### config.mk
export PLATFORM = sky130hd
export DESIGN_NAME = fifo_wr_arbiter
export DESIGN_NICKNAME = d
export VERILOG_FILES = /design/src/rtl/fifo_wr_arbiter.sv
export SDC_FILE = /design/constraint.sdc
export NUM_CORES = 1
export LEC_CHECK = 0
export BUFFER_PORTS_ARGS = -buffer_cell sky130_fd_sc_hd__buf_2
export CORE_ASPECT_RATIO = 0.6
export CORE_MARGIN = 4
export CORE_UTILIZATION = 49
export DETAILED_ROUTE_END_ITERATION = 8
export PLACE_DENSITY = 0.88
export SYNTH_ARGS = -nofsm -noshare
export SYNTH_HDL_FRONTEND = slang
export SYNTH_SLANG_ARGS = --single-unit
### constraint.sdc
create_clock -name i_clk -period 2.4 [get_ports i_clk]
set_input_delay 0.12 -clock i_clk [delete_from_list [all_inputs] [get_ports i_clk]]
set_output_delay 0.12 -clock i_clk [all_outputs]
set_load 0.02 [all_outputs]
### src/rtl/fifo_wr_arbiter.sv
// rtl/fifo_wr_arbiter.sv - round-robin burst arbiter for N writers into one FIFO
//
// Purpose: grants one requester at a time the FIFO write port for up to
//   G_BURST beats, with one idle cycle between grants. The next owner is the
//   first requester found cyclically after the previous owner.
//
// Ports:
//   i_clk        clock
//   i_rst_n      asynchronous active-low reset (release synchronised to i_clk)
//   i_req        per-requester write-valid
//   i_data       per-requester data, requester k at [k*G_WIDTH +: G_WIDTH]
//   o_ack        one-hot, beat accepted this cycle
//   i_full       FIFO full flag
//   o_wr         FIFO write enable
//   o_data       FIFO write data
//   o_grant_id   current owner index
//   o_busy       high while a grant is held
//   o_grant_cnt  per-requester saturating grant counts (FIFO_ARB_STATS_EN only)
//
// Build option: define FIFO_ARB_STATS_EN to add o_grant_cnt and its counters.

module fifo_wr_arbiter #(
  parameter int G_WIDTH = 8,
  parameter int G_NREQ  = 4,
  parameter int G_BURST = 4
) (
  input  logic                        i_clk,
  input  logic                        i_rst_n,
  input  logic [G_NREQ-1:0]           i_req,
  input  logic [G_NREQ*G_WIDTH-1:0]   i_data,
  output logic [G_NREQ-1:0]           o_ack,
  input  logic                        i_full,
  output logic                        o_wr,
  output logic [G_WIDTH-1:0]          o_data,
  output logic [$clog2(G_NREQ)-1:0]   o_grant_id,
  output logic                        o_busy
`ifdef FIFO_ARB_STATS_EN
  ,
  output logic [G_NREQ*16-1:0]        o_grant_cnt
`endif
);

  localparam int IDW = $clog2(G_NREQ);

  typedef enum logic {S_IDLE, S_GRANT} state_t;

  state_t           r_state;
  logic [IDW-1:0]   r_owner;
  logic [IDW-1:0]   r_last;
  logic [7:0]       r_beats;
  logic             r_busy;
  logic [1:0]       r_rst_sync;

  logic             w_rst_n;
  logic [IDW-1:0]   w_next;
  logic [IDW-1:0]   w_idx;
  logic             w_own_req;
  logic             w_wr;
  logic             w_exit;
  logic [G_WIDTH-1:0] w_din [G_NREQ];

  // Assert passes straight through; release takes two clock edges.
  always_ff @(posedge i_clk or negedge i_rst_n) begin
    if (!i_rst_n) r_rst_sync <= 2'b00;
    else          r_rst_sync <= {r_rst_sync[0], 1'b1};
  end
  assign w_rst_n = r_rst_sync[1];

  for (genvar g = 0; g < G_NREQ; g++) begin : g_din
    assign w_din[g] = i_data[g*G_WIDTH +: G_WIDTH];
  end

  // Scan from the farthest offset down so the nearest requester after
  // r_last is the one left in w_next.
  always_comb begin
    w_next = '0;
    w_idx  = '0;
    for (int i = G_NREQ; i >= 1; i--) begin
      w_idx = IDW'((int'(r_last) + i) % G_NREQ);
      if (i_req[w_idx]) w_next = w_idx;
    end
  end

  assign w_own_req = i_req[r_owner];
  assign w_wr      = (r_state == S_GRANT) && w_own_req && !i_full;
  assign w_exit    = (r_state == S_GRANT) &&
                     (!w_own_req || (w_wr && r_beats == 8'(G_BURST - 1)));

  always_comb begin
    o_ack = '0;
    if (w_wr) o_ack[r_owner] = 1'b1;
  end

  assign o_wr       = w_wr;
  assign o_data     = (r_state == S_GRANT) ? w_din[r_owner] : '0;
  assign o_grant_id = r_owner;
  assign o_busy     = r_busy;

  always_ff @(posedge i_clk or negedge w_rst_n) begin
    if (!w_rst_n) begin
      r_state <= S_IDLE;
      r_owner <= '0;
      r_last  <= IDW'(G_NREQ - 1);
      r_beats <= '0;
      r_busy  <= 1'b0;
    end else begin
      case (r_state)
        S_IDLE: begin
          if (|i_req) begin
            r_owner <= w_next;
            r_beats <= '0;
            r_state <= S_GRANT;
            r_busy  <= 1'b1;
          end
        end
        S_GRANT: begin
          if (w_wr) r_beats <= r_beats + 8'd1;
          if (w_exit) begin
            r_last  <= r_owner;
            r_state <= S_IDLE;
            r_busy  <= 1'b0;
          end
        end
        default: begin
          r_state <= S_IDLE;
          r_busy  <= 1'b0;
        end
      endcase
    end
  end

`ifdef FIFO_ARB_STATS_EN
  logic [15:0] r_cnt [G_NREQ];

  always_ff @(posedge i_clk or negedge w_rst_n) begin
    if (!w_rst_n) begin
      for (int k = 0; k < G_NREQ; k++) r_cnt[k] <= '0;
    end else if (w_exit && r_cnt[r_owner] != 16'hFFFF) begin
      r_cnt[r_owner] <= r_cnt[r_owner] + 16'd1;
    end
  end

  for (genvar g = 0; g < G_NREQ; g++) begin : g_cnt
    assign o_grant_cnt[g*16 +: 16] = r_cnt[g];
  end
`endif

endmodule

* Word-level counts from Yosys, hierarchy flattened
Index checks and enable logic that the tools add are counted.
** Word-level totals
- Bits in registers :: 16
- Input bits :: 39
- Output and inout bits :: 16
- Logic and storage cells :: 67
** Cells by class
- Add/subtract/negate cells :: 5
- Magnitude comparators :: 7
- Eq/ne operators :: 4
- Multiplexer cells :: 30
- Bitwise gates (word level) :: 2
- Reductions and logical operators :: 13
** Operators with widths (count)
- 2-to-1 mux 8 bit :: 5
- binary-select mux 8 bit (select 2 bit) :: 1
- case mux 8 bit (2 select lines) :: 1
- < comparator 2 x 3 -> 1 bit, second input constant :: 5
- binary-select mux 1 bit (select 2 bit) :: 5
- 2-to-1 mux 1 bit :: 10
- adder 8 x 1 -> 8 bit, second input constant :: 1
- == test 8 x 2 -> 1 bit, second input constant :: 1
- 2-to-1 mux 2 bit :: 4
- AND reduction 2 bit :: 4
- logical AND 1 bit :: 5
- adder 2 x 1 -> 2 bit, second input constant :: 2
- adder 2 bit, second input constant :: 2
- 2-to-1 mux 4 bit :: 1
- inequality test 2 x 1 -> 1 bit, second input constant :: 2
- case mux 1 bit (2 select lines) :: 2
- OR reduction 4 bit :: 1
- greater-or-equal comparator 3 bit, second input constant :: 1
- inverter 2 -> 3 bit :: 1
- demux 1 bit (select 2 bit) :: 1
- greater-or-equal comparator 2 x 1 -> 1 bit, second input constant :: 1
- zero test 1 bit :: 2
- inequality test 2 bit, second input constant :: 1
- logical OR 1 bit :: 1
- inverter 1 bit :: 1

* Longest topological paths before layout
Gate-level depths: netlist of the first run.
- Depth after elaboration :: 9
- Gate-level depth with buffers :: 6
- Gate-level depth less buffers :: 5

* Worst setup path before layout of the first run
OpenSTA, ideal clock, no wires.
- Path type :: reg-to-reg
- From :: register r_owner[1] (netlist: o_grant_id[1])
- To :: register r_beats[2]
- Library setup time :: 0.065 ns
- Arrival time :: 1.697 ns
- Path slack :: 0.638 ns
- Stages on the path, launching flop included :: 7
- Cell sequence :: dfrtp_1 buf_6 mux2_4 a2bb2oi_2 inv_2 a211oi_1 a31o_1
** Between the ends
- Longest elaborated chain between the ends :: 6
** RTL lines
- start: declaration :: RTL line 48 : logic [IDW-1:0] r_owner;
- start signal: assignment :: RTL line 110 : r_owner <= w_next;
- binary-select mux 1 bit (select 2 bit) :: RTL line 84 : assign w_own_req = i_req[r_owner];
- 2-to-1 mux 1 bit (not written as such) :: RTL line 84
- logical AND 1 bit (2 in a row) :: RTL line 85 : assign w_wr = (r_state == S_GRANT) && w_own_req && !i_full;
- named net o_wr :: RTL line 33 : output logic o_wr,
- inequality test 2 x 1 -> 1 bit (no line)
- AND reduction 2 bit (no line)
- end signal: assignment :: RTL line 117 : if (w_wr) r_beats <= r_beats + 8'd1;
- end: declaration :: RTL line 50 : logic [7:0] r_beats;
The timed path passes the listed nets, and every way through them passes these cells. The select of a mux whose other input is x is not followed.
A chain may end at the register's enable or synchronous reset.

* Worst setup path in the final report of the first run
- From :: register r_owner[0] (netlist: o_grant_id[0])
- To :: output o_data[5]
** Between the ends
- Longest elaborated chain between the ends :: 5
** RTL lines
- inverter 2 -> 3 bit (not written as such) :: RTL line 95 : assign o_data = (r_state == S_GRANT) ? w_din[r_owner] : '0;
- binary-select mux 8 bit (select 2 bit) :: RTL line 95
- 2-to-1 mux 8 bit (not written as such) (2 in a row) :: RTL line 95
- 2-to-1 mux 8 bit :: RTL line 95
- end: declaration :: RTL line 34 : output logic [G_WIDTH-1:0] o_data,
No other way between the ends. The select of a mux whose other input is x is not followed.

==> impl_metrics.toml, run 1 <==
[outcome]
status = "complete, no violations"

[detailed_routing]
drc = 0
drt_iter0_markers = 74
final_antenna_net_count = 0
drt-total-wl_um = 3460
first_pass_iters = 4
vias_per_cell = 5.90
wl_per_cell_um = 17.9
vias = 1145

[synthesis]
synthCells = 110
ys_ff_latch = 16
seq_area_frac_synth_pct = 35.0
ys_types = 45
yosysTopAreaCellShare_pct = 30.4
syn-num-nets = 150
synth_edf_count = 0
synth_top_cell_by_area = "dfrtp_1"
ys.flop_type = "dfrtp_1"
yosysWarnings = 0
postSynthAreaPerCell_sq_um = 10.5
synth_area_leaders = "dfrtp_1, mux4_2, and2_1"
netlist_area_sq_um = 1150
async_reset_ff_share_pct = 100

[timing]
fin_crit_sh_pct = 85.2
final.min_clock_period_ps = 2040
setup_tns_ps = 0
maxSlewViolCount = 0
finalHoldViolCount = 0
max_freq_ghz = 0.489
setup_viol = 0
worstMarginPinSlew_ps = 571
slew_headroom_pct = 61.9
finClkSkew_ps = 2.24
rsz0062_at_grt = "false"
holdWs_ps = 176

[final_layout]
n_antenna_cell = 0
fin_cells = 194
nets = 205
layout-drive-gt1-share_pct = 47.6
final_cell_mix = "buf_2, dfrtp_1, nand2_1, and2_1, nor2_1"
layout_commonest_cell = "buf_2"
area_delta_synth_final_pct = 30.5
fillers = 175

[power]
ir_drop_mv = 0.606
clockPowerShare_pct = 14.8
sequentialPowerShare_pct = 29.9
p_per_area_nw_per_um2 = 1090
p_int_mw = 0.923
leakage_nw = 0.734
p_sw_mw = 0.716
switching_share_pct = 43.7
comb_power_share_pct = 55.3

[die]
coreArea_sq_um = 2200
die-area_sq_um = 3220
boundaryPins = 55
dieHeight_um = 45.6
die_w_um = 70.6
start_util_pct = 52.5
num_rows = 13

[clocking]
cts_sinks = 16
clk_latency_ps = 250
tritoncts = "yes"
cts_buffers = 3
cts_root_buf = "clkbuf_8"
clk_path_buf_depth = 2
cts_resized = 0
cts_max_level = 1
cts.clk_slew.worst_paths_ps = 60

[worst_setup_path]
cp-start-kind = "flip-flop"
cp_max_fo = 10
r2r-start = "o_grant_id[1]$_DFFE_PN0P_"
worst_r2r_path_depth = 5
reg2reg_slack_ps = 490
r2r-end = "r_beats[2]$_DFFE_PN0P_"
timing.setup.critical_path_class = "flip-flop to output pin"
end_kind = "output pin"
crit_arrival_ps = 1920
crit_required_ps = 2280

[place]
dp_cells = 189
dp_hpwl_um = 2640
port_buffers = 54
place.gp.congestion = 0.898

[global_route]
overflow = 0
grt_pass1_vias = 1019
grtUsageTotal_pct = 21.9
grt_start_max_net_pins = 16
grt_antenna_before_repair = 0
grt_pass1_wl_um = 5310

[flow_run]
cap_violations = 0

[hold_path]
hold_class = "primary input to async pin"
[what timing repair did]
action | in CTS | in global routing
setup buffers | 0 | 0
hold buffers | 1 | 0
hold endpoints to repair | 2 | 0
[flip-flops by register name, indices dropped and copies added, names as in the netlist]
| signal | flops |
|---|---|
| r_rst_sync | 2 |
| r_state | 1 |
| r_last | 2 |
| o_busy | 1 |
| r_beats | 8 |
| o_grant_id | 2 |
[kinds of logic after synthesis]
kind of cell | share of synthesized area, %
other | 0.325
adders and majority gates | 1.09
AOI/OAI and AO/OA | 15.0
muxes | 23.9
buffers and inverters | 4.45
and+or+nand+nor | 20.3
DFF | 35.0
[power by group through the flow]
stage               registers, mW  logic [mW]  clock network, mW
finish                      0.490       0.907              0.243
global route                0.511       0.968              0.258
CTS                         0.489       0.905              0.245
detailed placement          0.494       0.896                  0
global placement            0.482       0.858                  0
floorplan                   0.438       0.701                  0
[worst max-delay path by stage]
stage                                    from                     end  slack (ps)  cells after the start
floorplan           o_grant_id[1]$_DFFE_PN0P_  r_beats[2]$_DFFE_PN0P_         640                      6
global placement       r_beats[0]$_DFFE_PN0P_   r_last[0]$_DFFE_PN1P_         660                      4
detailed placement  o_grant_id[1]$_DFFE_PN0P_  r_beats[2]$_DFFE_PN0P_         550                      5
CTS                 o_grant_id[0]$_DFFE_PN0P_               o_data[4]         350                      4
global route        o_grant_id[0]$_DFFE_PN0P_               o_data[5]         260                      4
finish              o_grant_id[0]$_DFFE_PN0P_               o_data[5]         360                      4
[metrics by stage]
step / setup slack, ps / util (%) / total power, mW / instance area (sq um)
after detailed placement: 553 / 65.5 / 1.39 / 1440
after global placement: 658 / 65.5 / 1.34 / 1440
final: 356 / 68.5 / 1.64 / 1500
after global routing: 264 / 68.5 / 1.74 / 1500
after floorplan: 638 / - / 1.14 / 1150
after CTS: 350 / 68.5 / 1.64 / 1500
[per-layer routing]
layer | track usage, % | share of wire, %
met5 | 0 | 0
met3 | 4.63 | 6.9
met2 | 35.5 | 50
met1 | 29.6 | 40
met4 | 8.61 | 2.6
[layout make-up]
class	instances	area [sq um]	share of cell area, %
Multi-Input combinational cell	83	698	46.4
Sequential cell	16	403	26.8
Timing Repair Buffer	57	295	19.6
Clock buffer	4	55.1	3.66
Tap cell	30	37.5	2.50
Inverter	4	15.0	0.998
[critical path, cell delays in order (launching register included)]
cell     delay [ps]
dfrtp_1         550
buf_4           270
mux4_2          510
and2_1          170
buf_2           160
[cells in the mapped netlist (all sizes together), types with 2 or more instances]
| library cell | count |
|---|---|
| mux4 | 8 |
| o21a | 2 |
| nand2 | 9 |
| and2 | 9 |
| dfstp | 2 |
| mux2i | 5 |
| a21oi | 5 |
| nor2 | 8 |
| nand4 | 5 |
| clkbuf | 4 |
| a31o | 2 |
| dfrtp | 14 |
| mux2 | 3 |
| o21ai | 2 |
| o31ai | 4 |
| buf | 3 |
| inv | 4 |
| nor3b | 2 |
No activity file was read; power rests on OpenSTA's default activity.
==> inputs of run 2 (changes only) <==
ABC_AREA = 1   (was default)
CORE_ASPECT_RATIO = 1.4   (was 0.6)
CORE_UTILIZATION = 50   (was 49)
PLACE_DENSITY = 0.87   (was 0.88)
==> impl_metrics.toml, run 2 <==
[worst_setup_path]
r2r-end = "r_beats[2]$_DFFE_PN0P_"
cp-start-kind = "flip-flop"
slowest_stage = "dfrtp_1"
reg2reg_slack_ps = 640
worstPathCellList = "nor2_2 > nand2_2 > o2111ai_2 > nand2_2 > nor3_2 > buf_2"
cp_max_fo = 15
end_kind = "output pin"
crit_required_ps = 2280
crit_arrival_ps = 2010
crit_top_cell = "nand2_2"
cpPeakStageDelay_ps = 530
r2r-start = "o_grant_id[1]$_DFFE_PN0P_"
worst_r2r_path_depth = 7
cp-endpoint = "o_ack[0]"
critPathLaunch = "o_grant_id[1]$_DFFE_PN0P_"
timing.setup.critical_path_class = "flip-flop to output pin"

[final_layout]
largest_register_ffs = 8
area_delta_synth_final_pct = 25.2
final_area_sq_um = 1640
largest-register = "r_beats"
layout-drive-gt1-share_pct = 28.3
layout_commonest_cell = "nand2_1"
final_cell_mix = "nand2_1, buf_2, nand3_1, dfrtp_1, nor2_1"
fin_cells = 288
nets = 295
n_antenna_cell = 0

[timing]
maxSlewViolCount = 0
rsz0062_at_grt = "false"
finClkSkew_ps = 10.8
slew_headroom_pct = 64.0
fin_crit_sh_pct = 88.8
finalHoldViolCount = 0
setup_tns_ps = 0
final.min_clock_period_ps = 2130
setup_viol = 0
max_freq_ghz = 0.469
final.setup.worst_slack_ps = 269
worstMarginPinSlew_ps = 539

[synthesis]
synth_area_leaders = "dfrtp_1, nand2_1, nand3_1"
yosysTopAreaCellShare_pct = 26.7
netlist_area_sq_um = 1310
async_reset_ff_share_pct = 100
yosysWarnings = 0
synthCells = 201
seq_area_frac_synth_pct = 30.7
syn-num-nets = 241
ys_ff_latch = 16
synth_top_cell_by_area = "dfrtp_1"
synth_edf_count = 0
yosysMostFrequentCell = "nand2_1"
yosys-top-cells-count = "nand2_1, nand3_1, dfrtp_1"
postSynthAreaPerCell_sq_um = 6.53
ys_types = 30
ys.flop_type = "dfrtp_1"

[clocking]
tritoncts = "yes"
clk_path_buf_depth = 2
clk_latency_ps = 300
cts_root_buf = "clkbuf_4"
cts_max_level = 1
cts_buffers = 3
cts.clk_slew.worst_paths_ps = 80
post_cts_buffers = 0
cts_sinks = 16
cts_resized = 0

[die]
die-area_sq_um = 3520
num_rows = 21
start_util_pct = 53.7
die_w_um = 51.3
boundaryPins = 55
coreArea_sq_um = 2440
dieHeight_um = 68.6

[detailed_routing]
vias_per_cell = 5.34
wl_met1_um = 1430
drt_iter0_markers = 56
drc = 0
drt-total-wl_um = 3560
dr_wl_met3_um = 137
vias = 1537
first_pass_iters = 4
final_antenna_net_count = 0
wl_met2_um = 1900
wl_per_cell_um = 12.4
routed.top_layer = "met4"

[place]
place_area_sq_um = 1600
dp_hpwl_um = 2740
dp_worst_setup_slack_ps = 603
dp_cells = 283
port_buffers = 54
place.gp.congestion = 0.800

[global_route]
grtUsageTotal_pct = 21.5
overflow = 0
grt_antenna_before_repair = 0
grt_pass1_vias = 1437
grt_start_max_net_pins = 17
grt_pass1_wl_um = 5830

[hold_path]
hold_class = "primary input to async pin"

[flow_run]
cap_violations = 0

[power]
leakage_nw = 0.871
ir_drop_mv = 0.707
comb_power_share_pct = 64.8
p_sw_mw = 1.02
p_int_mw = 0.864
sequentialPowerShare_pct = 25.8
switching_share_pct = 54.2
p_per_area_nw_per_um2 = 1150
clockPowerShare_pct = 9.5
power_mw = 1.89

[outcome]
status = "complete, no violations"
run 2: layout make-up:
| class | count | area [sq um] |
|---|---|---|
| clock buffer | 4 | 36.3 |
| fill | 227 | 801 |
| inverter | 12 | 45.0 |
| multi-input combinational | 164 | 813 |
| sequential | 16 | 403 |
| tap | 34 | 42.5 |
| timing repair buffer | 58 | 303 |
run 2: worst min path at each step:
stage,from,to,slack (ps)
CTS,i_rst_n,r_rst_sync[0]$_DFF_PN0_,120
finish,i_rst_n,r_rst_sync[0]$_DFF_PN0_,130
global placement,i_rst_n,r_rst_sync[0]$_DFF_PN0_,-90
global route,i_rst_n,r_rst_sync[0]$_DFF_PN0_,140
detailed placement,i_rst_n,r_rst_sync[1]$_DFF_PN0_,-90
floorplan,i_rst_n,r_rst_sync[0]$_DFF_PN0_,-180
run 2: stage by stage:
stage               hold slack, ps  util (%)
detailed placement           -93.4      65.3
global placement             -93.9      65.3
CTS                            123      67.2
floorplan                     -176         -
finish                         130      67.2
global route                   143      67.2
run 2: metal layers:
metal / up-vias / track usage, %
li1: 792 / -
met1: 689 / 24.1
met2: 45 / 39.0
met3: 11 / 2.80
met4: 0 / 12.1
met5: - / 0
run 2: cell families (layout without fill, tap and decap cells):
kind of cell             count (synthesis)  after routing  share of synthesized area (%)
AND/OR/NAND/NOR                        132            132                           45.2
AO/OA/AOI/OAI                           27             27                           13.5
buffers and inverters                   21             74                           7.34
flip-flops                              16             16                           30.7
XOR/XNOR                                 3              3                           2.00
adder cells (fa/ha/maj)                  1              1                          0.953
other                                    1              1                          0.286
run 2: timing repair:
action                     4_1_cts  5_1_grt
hold endpoints to repair         2        0
setup endpoints to repair        0        0
hold buffers                     1        0
run 2: worst max-delay path: cells and delay by family, from the launching register on:
| kind | cells | cell delay (ps) |
|---|---|---|
| AO/OA/AOI/OAI | 1 | 120 |
| buffers and inverters | 1 | 190 |
| AND/OR/NAND/NOR | 4 | 880 |
| flip-flops | 1 | 530 |
run 2: power groups by stage:
stage | combinational, mW | clock (mW) | sequential [mW]
after CTS | 1.22 | 0.186 | 0.487
after detailed placement | 1.22 | 0 | 0.491
after global placement | 1.21 | 0 | 0.489
after floorplan | 0.941 | 0 | 0.459
final | 1.22 | 0.179 | 0.487
after global routing | 1.37 | 0.198 | 0.509
